[config.mk]
export PLATFORM = sky130hd
export DESIGN_NAME = trivium_seq_ctrl
export DESIGN_NICKNAME = d
export VERILOG_FILES = /design/src/rtl/trivium_seq_ctrl.sv
export SDC_FILE = /design/constraint.sdc
export NUM_CORES = 1
export LEC_CHECK = 0
export ABC_AREA = 1
export CORE_ASPECT_RATIO = 0.5
export CORE_MARGIN = 4
export CORE_UTILIZATION = 30
export CTS_BUF_LIST = sky130_fd_sc_hd__clkbuf_8 sky130_fd_sc_hd__clkbuf_16
export DETAILED_ROUTE_END_ITERATION = 10
export SLEW_MARGIN = 20
export SYNTH_ARGS = -nofsm -noshare
export SYNTH_HDL_FRONTEND = slang
export SYNTH_SLANG_ARGS = --single-unit
[constraint.sdc]
create_clock -name clk -period 2.7 [get_ports clk]
set_input_delay 0.54 -clock clk [delete_from_list [all_inputs] [get_ports clk]]
set_output_delay 0.54 -clock clk [all_outputs]
set_load 0.05 [all_outputs]
[src/rtl/trivium_seq_ctrl.sv]
// Sequencing controller for the bit-serial Trivium-lite core: seed load, warm-up, byte packing, XOR and re-key.
// Optional macro TRIV_CTRL_BYTECNT_EN adds the saturating bytes_done counter port.
module trivium_seq_ctrl #(
  parameter int unsigned WARMUP_CYCLES = 64,
  parameter int unsigned REKEY_BYTES   = 0
) (
  input  logic        clk,
  input  logic        rst_n,
  input  logic        abort,
  input  logic        cfg_seed_valid,
  input  logic [7:0]  cfg_seed,
  output logic        cfg_seed_ready,
  output logic        core_load,
  output logic [7:0]  core_seed,
  output logic        core_step,
  input  logic        core_bit,
  input  logic        in_valid,
  input  logic [7:0]  in_data,
  output logic        in_ready,
  output logic        out_valid,
  output logic [7:0]  out_data,
  input  logic        out_ready,
  output logic        busy,
`ifdef TRIV_CTRL_BYTECNT_EN
  output logic [15:0] bytes_done,
`endif
  output logic        keyed
);

  localparam int unsigned WARM_W = 10;
  localparam int unsigned BYTE_W = 16;
  localparam int unsigned CNT_W  = 16;

  typedef enum logic [2:0] {
    S_IDLE,
    S_LOAD,
    S_WARM,
    S_GEN,
    S_KSRDY
  } state_e;

  state_e              state_q;
  logic [7:0]          seed_q;
  logic [7:0]          epoch_q;
  logic [7:0]          ks_q;
  logic [2:0]          bit_cnt_q;
  logic [WARM_W-1:0]   warm_cnt_q;
  logic [BYTE_W-1:0]   byte_cnt_q;
  logic [7:0]          out_data_q;
  logic                out_valid_q;
  logic                core_load_q;
  logic [7:0]          core_seed_q;
  logic                core_step_q;
  logic                keyed_q;
  logic                seed_rdy_q;
`ifdef TRIV_CTRL_BYTECNT_EN
  logic [CNT_W-1:0]    bytes_done_q;
`endif

  logic       seed_ok_c;
  logic       seed_fire_c;
  logic       in_ready_c;
  logic       in_fire_c;
  logic       out_fire_c;
  logic       rekey_c;
  logic       warm_last_c;
  logic [7:0] epoch_d;

  // Handshake and re-key decode
  always_comb begin
    seed_ok_c   = (cfg_seed != 8'h00) && (cfg_seed != 8'hFF);
    seed_fire_c = cfg_seed_valid && seed_rdy_q;
    in_ready_c  = (state_q == S_KSRDY) && (!out_valid_q || out_ready);
    in_fire_c   = in_valid && in_ready_c;
    out_fire_c  = out_valid_q && out_ready;
    rekey_c     = (REKEY_BYTES != 0) &&
                  ((32'(byte_cnt_q) + 32'd1) == 32'(REKEY_BYTES));
    warm_last_c = (warm_cnt_q == WARM_W'(WARMUP_CYCLES - 1));
    epoch_d     = epoch_q + 8'd1;
  end

  // Sequencer: state, strobes, keystream packing and output register
  always_ff @(posedge clk or negedge rst_n) begin
    if (!rst_n) begin
      state_q      <= S_IDLE;
      seed_q       <= 8'h00;
      epoch_q      <= 8'h00;
      ks_q         <= 8'h00;
      bit_cnt_q    <= 3'd0;
      warm_cnt_q   <= '0;
      byte_cnt_q   <= '0;
      out_data_q   <= 8'h00;
      out_valid_q  <= 1'b0;
      core_load_q  <= 1'b0;
      core_seed_q  <= 8'h00;
      core_step_q  <= 1'b0;
      keyed_q      <= 1'b0;
      seed_rdy_q   <= 1'b1;
`ifdef TRIV_CTRL_BYTECNT_EN
      bytes_done_q <= '0;
`endif
    end else if (abort) begin
      state_q      <= S_IDLE;
      out_valid_q  <= 1'b0;
      core_load_q  <= 1'b0;
      core_step_q  <= 1'b0;
      keyed_q      <= 1'b0;
      byte_cnt_q   <= '0;
      seed_rdy_q   <= 1'b1;
`ifdef TRIV_CTRL_BYTECNT_EN
      bytes_done_q <= '0;
`endif
    end else begin
      core_load_q <= 1'b0;
      if (out_fire_c) out_valid_q <= 1'b0;

      unique case (state_q)
        S_IDLE: begin
          // Degenerate all-zero/all-one seeds are swallowed without a load
          if (seed_fire_c && seed_ok_c) begin
            seed_q       <= cfg_seed;
            epoch_q      <= 8'h00;
            core_seed_q  <= cfg_seed;
            core_load_q  <= 1'b1;
            seed_rdy_q   <= 1'b0;
            state_q      <= S_LOAD;
`ifdef TRIV_CTRL_BYTECNT_EN
            bytes_done_q <= '0;
`endif
          end
        end
        S_LOAD: begin
          keyed_q     <= 1'b0;
          warm_cnt_q  <= '0;
          core_step_q <= 1'b1;
          state_q     <= S_WARM;
        end
        S_WARM: begin
          if (warm_last_c) begin
            keyed_q   <= 1'b1;
            bit_cnt_q <= 3'd0;
            state_q   <= S_GEN;
          end else begin
            warm_cnt_q <= warm_cnt_q + WARM_W'(1);
          end
        end
        S_GEN: begin
          ks_q      <= {ks_q[6:0], core_bit};
          bit_cnt_q <= bit_cnt_q + 3'd1;
          if (bit_cnt_q == 3'd7) begin
            core_step_q <= 1'b0;
            state_q     <= S_KSRDY;
          end
        end
        S_KSRDY: begin
          if (in_fire_c) begin
            out_data_q  <= in_data ^ ks_q;
            out_valid_q <= 1'b1;
`ifdef TRIV_CTRL_BYTECNT_EN
            if (bytes_done_q != {CNT_W{1'b1}}) bytes_done_q <= bytes_done_q + CNT_W'(1);
`endif
            if (rekey_c) begin
              byte_cnt_q  <= '0;
              epoch_q     <= epoch_d;
              core_seed_q <= seed_q ^ epoch_d;
              core_load_q <= 1'b1;
              state_q     <= S_LOAD;
            end else begin
              byte_cnt_q  <= byte_cnt_q + BYTE_W'(1);
              bit_cnt_q   <= 3'd0;
              core_step_q <= 1'b1;
              state_q     <= S_GEN;
            end
          end
        end
        default: begin
          state_q    <= S_IDLE;
          seed_rdy_q <= 1'b1;
        end
      endcase
    end
  end

  assign cfg_seed_ready = seed_rdy_q;
  assign core_load      = core_load_q;
  assign core_seed      = core_seed_q;
  assign core_step      = core_step_q;
  assign in_ready       = in_ready_c;
  assign out_valid      = out_valid_q;
  assign out_data       = out_data_q;
  assign busy           = (state_q != S_IDLE);
  assign keyed          = keyed_q;
`ifdef TRIV_CTRL_BYTECNT_EN
  assign bytes_done     = bytes_done_q;
`endif

endmodule

==> flow_summary_export.csv <==
group,metric,value,unit
die,io_pins,46,
die,core,7490,sq um
synth,synth_cell_types,30,
synth,synth_top_cell_by_area,"dfrtp_1",
power_and_ir_drop,leakage,1.48,nW
detailed_routing,wl,4910,um
synth,avgSynthCellArea,8.44,sq um
clocking,cts_resized,0,
final_layout,n_antenna_cell,0,
sta,drv_slew,0,
power_and_ir_drop,seq_power_share,33.2,%
sta,relSlewSlack,65.2,%
synth,ys.flop_type,"dfrtp_1",
synth,synthCells,279,
clocking,cts.clk_slew.worst_paths,0.07,ns
synth,synth_top_family_by_area,"simple AND/OR/NAND/NOR gates",
outcome,status,"complete, no violations",
clocking,cts-root-buf,"clkbuf_16",
final_layout,num-fill-cells,764,
setup_path,worstSetupPathType,"reg -> out",
synth,synth_top_area_share,46.8,%
synth,synthAdderAreaFrac,1.59,%
sta,setup_viol,0,
sta,skew,0.00733,ns
setup_path,reg2reg_slack,1.23,ns
sta,fmax,0.436,GHz
synth,ys_warn_count,0,
synth,synth-compound-area-share,6.91,%
clocking,cts_sinks,45,
synth,synth.area.mux_share,0,%
synth,netlist_top_cells_area,"dfrtp_1, nand2_1, nand3_1, nor2_1, xnor2_1",
power_and_ir_drop,p_clk_share,23.1,%
global_routing,grt_max_degree,25,
detailed_routing,wire_per_inst,11.2,um
placement,hpwlAfterDp,3780,um
setup_path,crit_fanout,4,
global_routing,grt_busiest_layer,"met2",
clocking,cts_setup_buffers,0,
global_routing,grt_usage,11.1,%
synth,synthMostInstantiatedCell,"nand2_1",
min_path,hold_class,"in -> async",
detailed_routing,viasPerCell,4.42,
synth,netlist_area,2350,sq um
setup_path,end_kind,"output port",
clocking,cts_tree,"done",
final_layout,utilization,41.2,%
synth,ys_ff_latch,45,
detailed_routing,ant_nets,0,
power_and_ir_drop,swShare,42.1,%
setup_path,cp.arrival,1.75,ns
clocking,cts_max_level,2,
synth,synth_nets,305,
power_and_ir_drop,intPower,1.80,mW
clocking,cts_inserted_buffers,5,
global_routing,overflow,0,
setup_path,cp.required,2.16,ns
global_routing,met2_usage,19.2,%
sta,final.period_utilization,85.0,%
die,rows,22,
synth,ys_seq_area_share,47.9,%
global_routing,grt_use_met1,13.6,%
die,die_w,133,um
synth,ys_async_sr_fraction,100,%
global_routing,grt_pass1_wl,8650,um
final_layout,design_area,3090,sq um
die,dieArea,9420,sq um
final_layout,drive_gt1_share,14.5,%
power_and_ir_drop,vdd_drop_max,367,uV
clocking,clockBufferDepth,2,
synth,synth_xor_xnor_area_share,3.72,%
global_routing,gr-usage-met3,2.63,%
global_routing,antenna_found_initial,0,
synth,synth_edf_count,0,
final_layout,nets,356,
placement,portBuffers,45,
power_and_ir_drop,p_per_area,1000,nW/um^2
sta,hold_violations,0,
die,initial_core_util,31.5,%
global_routing,grt_pass1_vias,1919,
detailed_routing,drt_iter0_drc,161,
clocking,insertion_delay,0.29,ns
flow_run,maxCapViolCount,0,
setup_path,startpoint_type,"flop",
clocking,cts.hold.buffers_added,0,
synth,synthTopCellsByCount,"nand2_1, dfrtp_1, nor2_1",
synth,synth-simple-area-share,35.1,%
die,die_h,70.6,um
sta,fin_tns_setup,0,ns
sta,tightest_slew,0.520,ns
placement,postPlaceCellArea,2910,sq um
sta,rsz0062_at_grt,"false",
final_layout,synthToLayoutAreaGrowth,31.1,%
detailed_routing,drt_first_pass_iters,5,
power_and_ir_drop,p_comb_share,43.8,%
power_and_ir_drop,power_switching,1.30,mW
sta,period_minus_slack,2.29,ns
placement,globalplace.congestion,0.833,
detailed_routing,drc,0,
detailed_routing,vias,1940,
## layout by cell type (no fill, tap or decap)
cell,count
nor2_2,5
nand2_2,6
dfstp_2,1
o21ai_0,6
nand3_1,22
clkbuf_8,1
bufinv_16,1
o21ai_1,5
inv_1,14
o21ai_2,4
clkinv_2,1
clkinvlp_4,1
or2_2,2
a21oi_1,7
ha_1,3
dfrtp_1,44
nand2_1,94
nand2_4,3
xnor2_1,8
a31oi_1,2
inv_2,4
clkdlybuf4s50_1,43
nand3_4,1
o21bai_1,1
nor2_4,5
nor2_1,26
clkbuf_16,5
a21oi_2,2
buf_4,3
nand3b_1,4
xor2_1,2
nor2_8,2
clkinv_1,1
nand4_1,1
buf_2,1
## worst paths after layout
| check | startpoint | end | cells past startpoint |
|---|---|---|---|
| max in group asynchronous | rst_n | cfg_seed_ready$_DFFE_PN1P_ | 2 |
| min | rst_n | ks_q[7]$_DFFE_PN0P_ | 1 |
| min in group clk | core_seed[2]$_DFFE_PN0P_ | core_seed[2]$_DFFE_PN0P_ | 2 |
| min reg2reg | core_seed[2]$_DFFE_PN0P_ | core_seed[2]$_DFFE_PN0P_ | 2 |
| max reg2reg | state_q[2]$_DFFE_PN0P_ | state_q[1]$_DFFE_PN0P_ | 8 |
| max | state_q[0]$_DFFE_PN0P_ | busy | 3 |
## routing by layer
layer	vias to the layer above	wire [um]
li1	991	-
met1	902	2240
met2	34	2400
met3	13	182
met4	0	93
met5	-	0
## state kept, by name, summed over array words and instances (netlist names)
| name | flops |
|---|---|
| cfg_seed_ready | 1 |
| keyed | 1 |
| out_valid | 1 |
| out_data | 8 |
| state_q | 3 |
| core_load | 1 |
| ks_q | 8 |
| core_seed | 8 |
| warm_cnt_q | 10 |
| bit_cnt_q | 3 |
| core_step | 1 |
## final cells by class
cell class | instances | area (sq um) | share of cell area (%)
Sequential cell | 45 | 1130 | 36.5
Timing Repair Buffer | 47 | 458 | 14.8
Tap cell | 108 | 135 | 4.38
Clock inverter | 2 | 37.5 | 1.22
Inverter | 20 | 76.3 | 2.47
Clock buffer | 6 | 139 | 4.50
Multi-Input combinational cell | 211 | 1110 | 36.1
## cells by family after synthesis
family / Yosys count
xor gates and xnor gates: 10
adders and majority gates: 3
DFF: 45
and+or+nand+nor: 171
AOI/OAI and AO/OA: 27
buffers and inverters: 23
## worst max-delay path, cell delays in order, from the launching register on
cell,delay [ns]
dfrtp_1,0.44
nor2_4,0.20
nand2_2,0.10
clkdlybuf4s50_1,0.73
## power by group through the flow
stage / sequential (mW) / combinational, mW / clock (mW)
finish: 1.03 / 1.36 / 0.715
global route: 1.05 / 1.46 / 0.770
CTS: 1.03 / 1.37 / 0.736
detailed placement: 1.04 / 1.37 / 0
global placement: 1.03 / 1.35 / 0
floorplan: 1.46 / 0.515 / 0
## stage by stage
| step | std cells | setup slack, ns | hold slack [ns] | power (mW) |
|---|---|---|---|---|
| after floorplan | 279 | 0.658 | 0.244 | 1.97 |
| after global placement | 431 | 0.518 | 0.456 | 2.38 |
| after detailed placement | 431 | 0.499 | 0.464 | 2.41 |
| after CTS | 439 | 0.393 | 0.242 | 3.14 |
| after global routing | 439 | 0.339 | 0.258 | 3.28 |
| final | 439 | 0.405 | 0.223 | 3.10 |
Power figures use the tool's default switching activity.
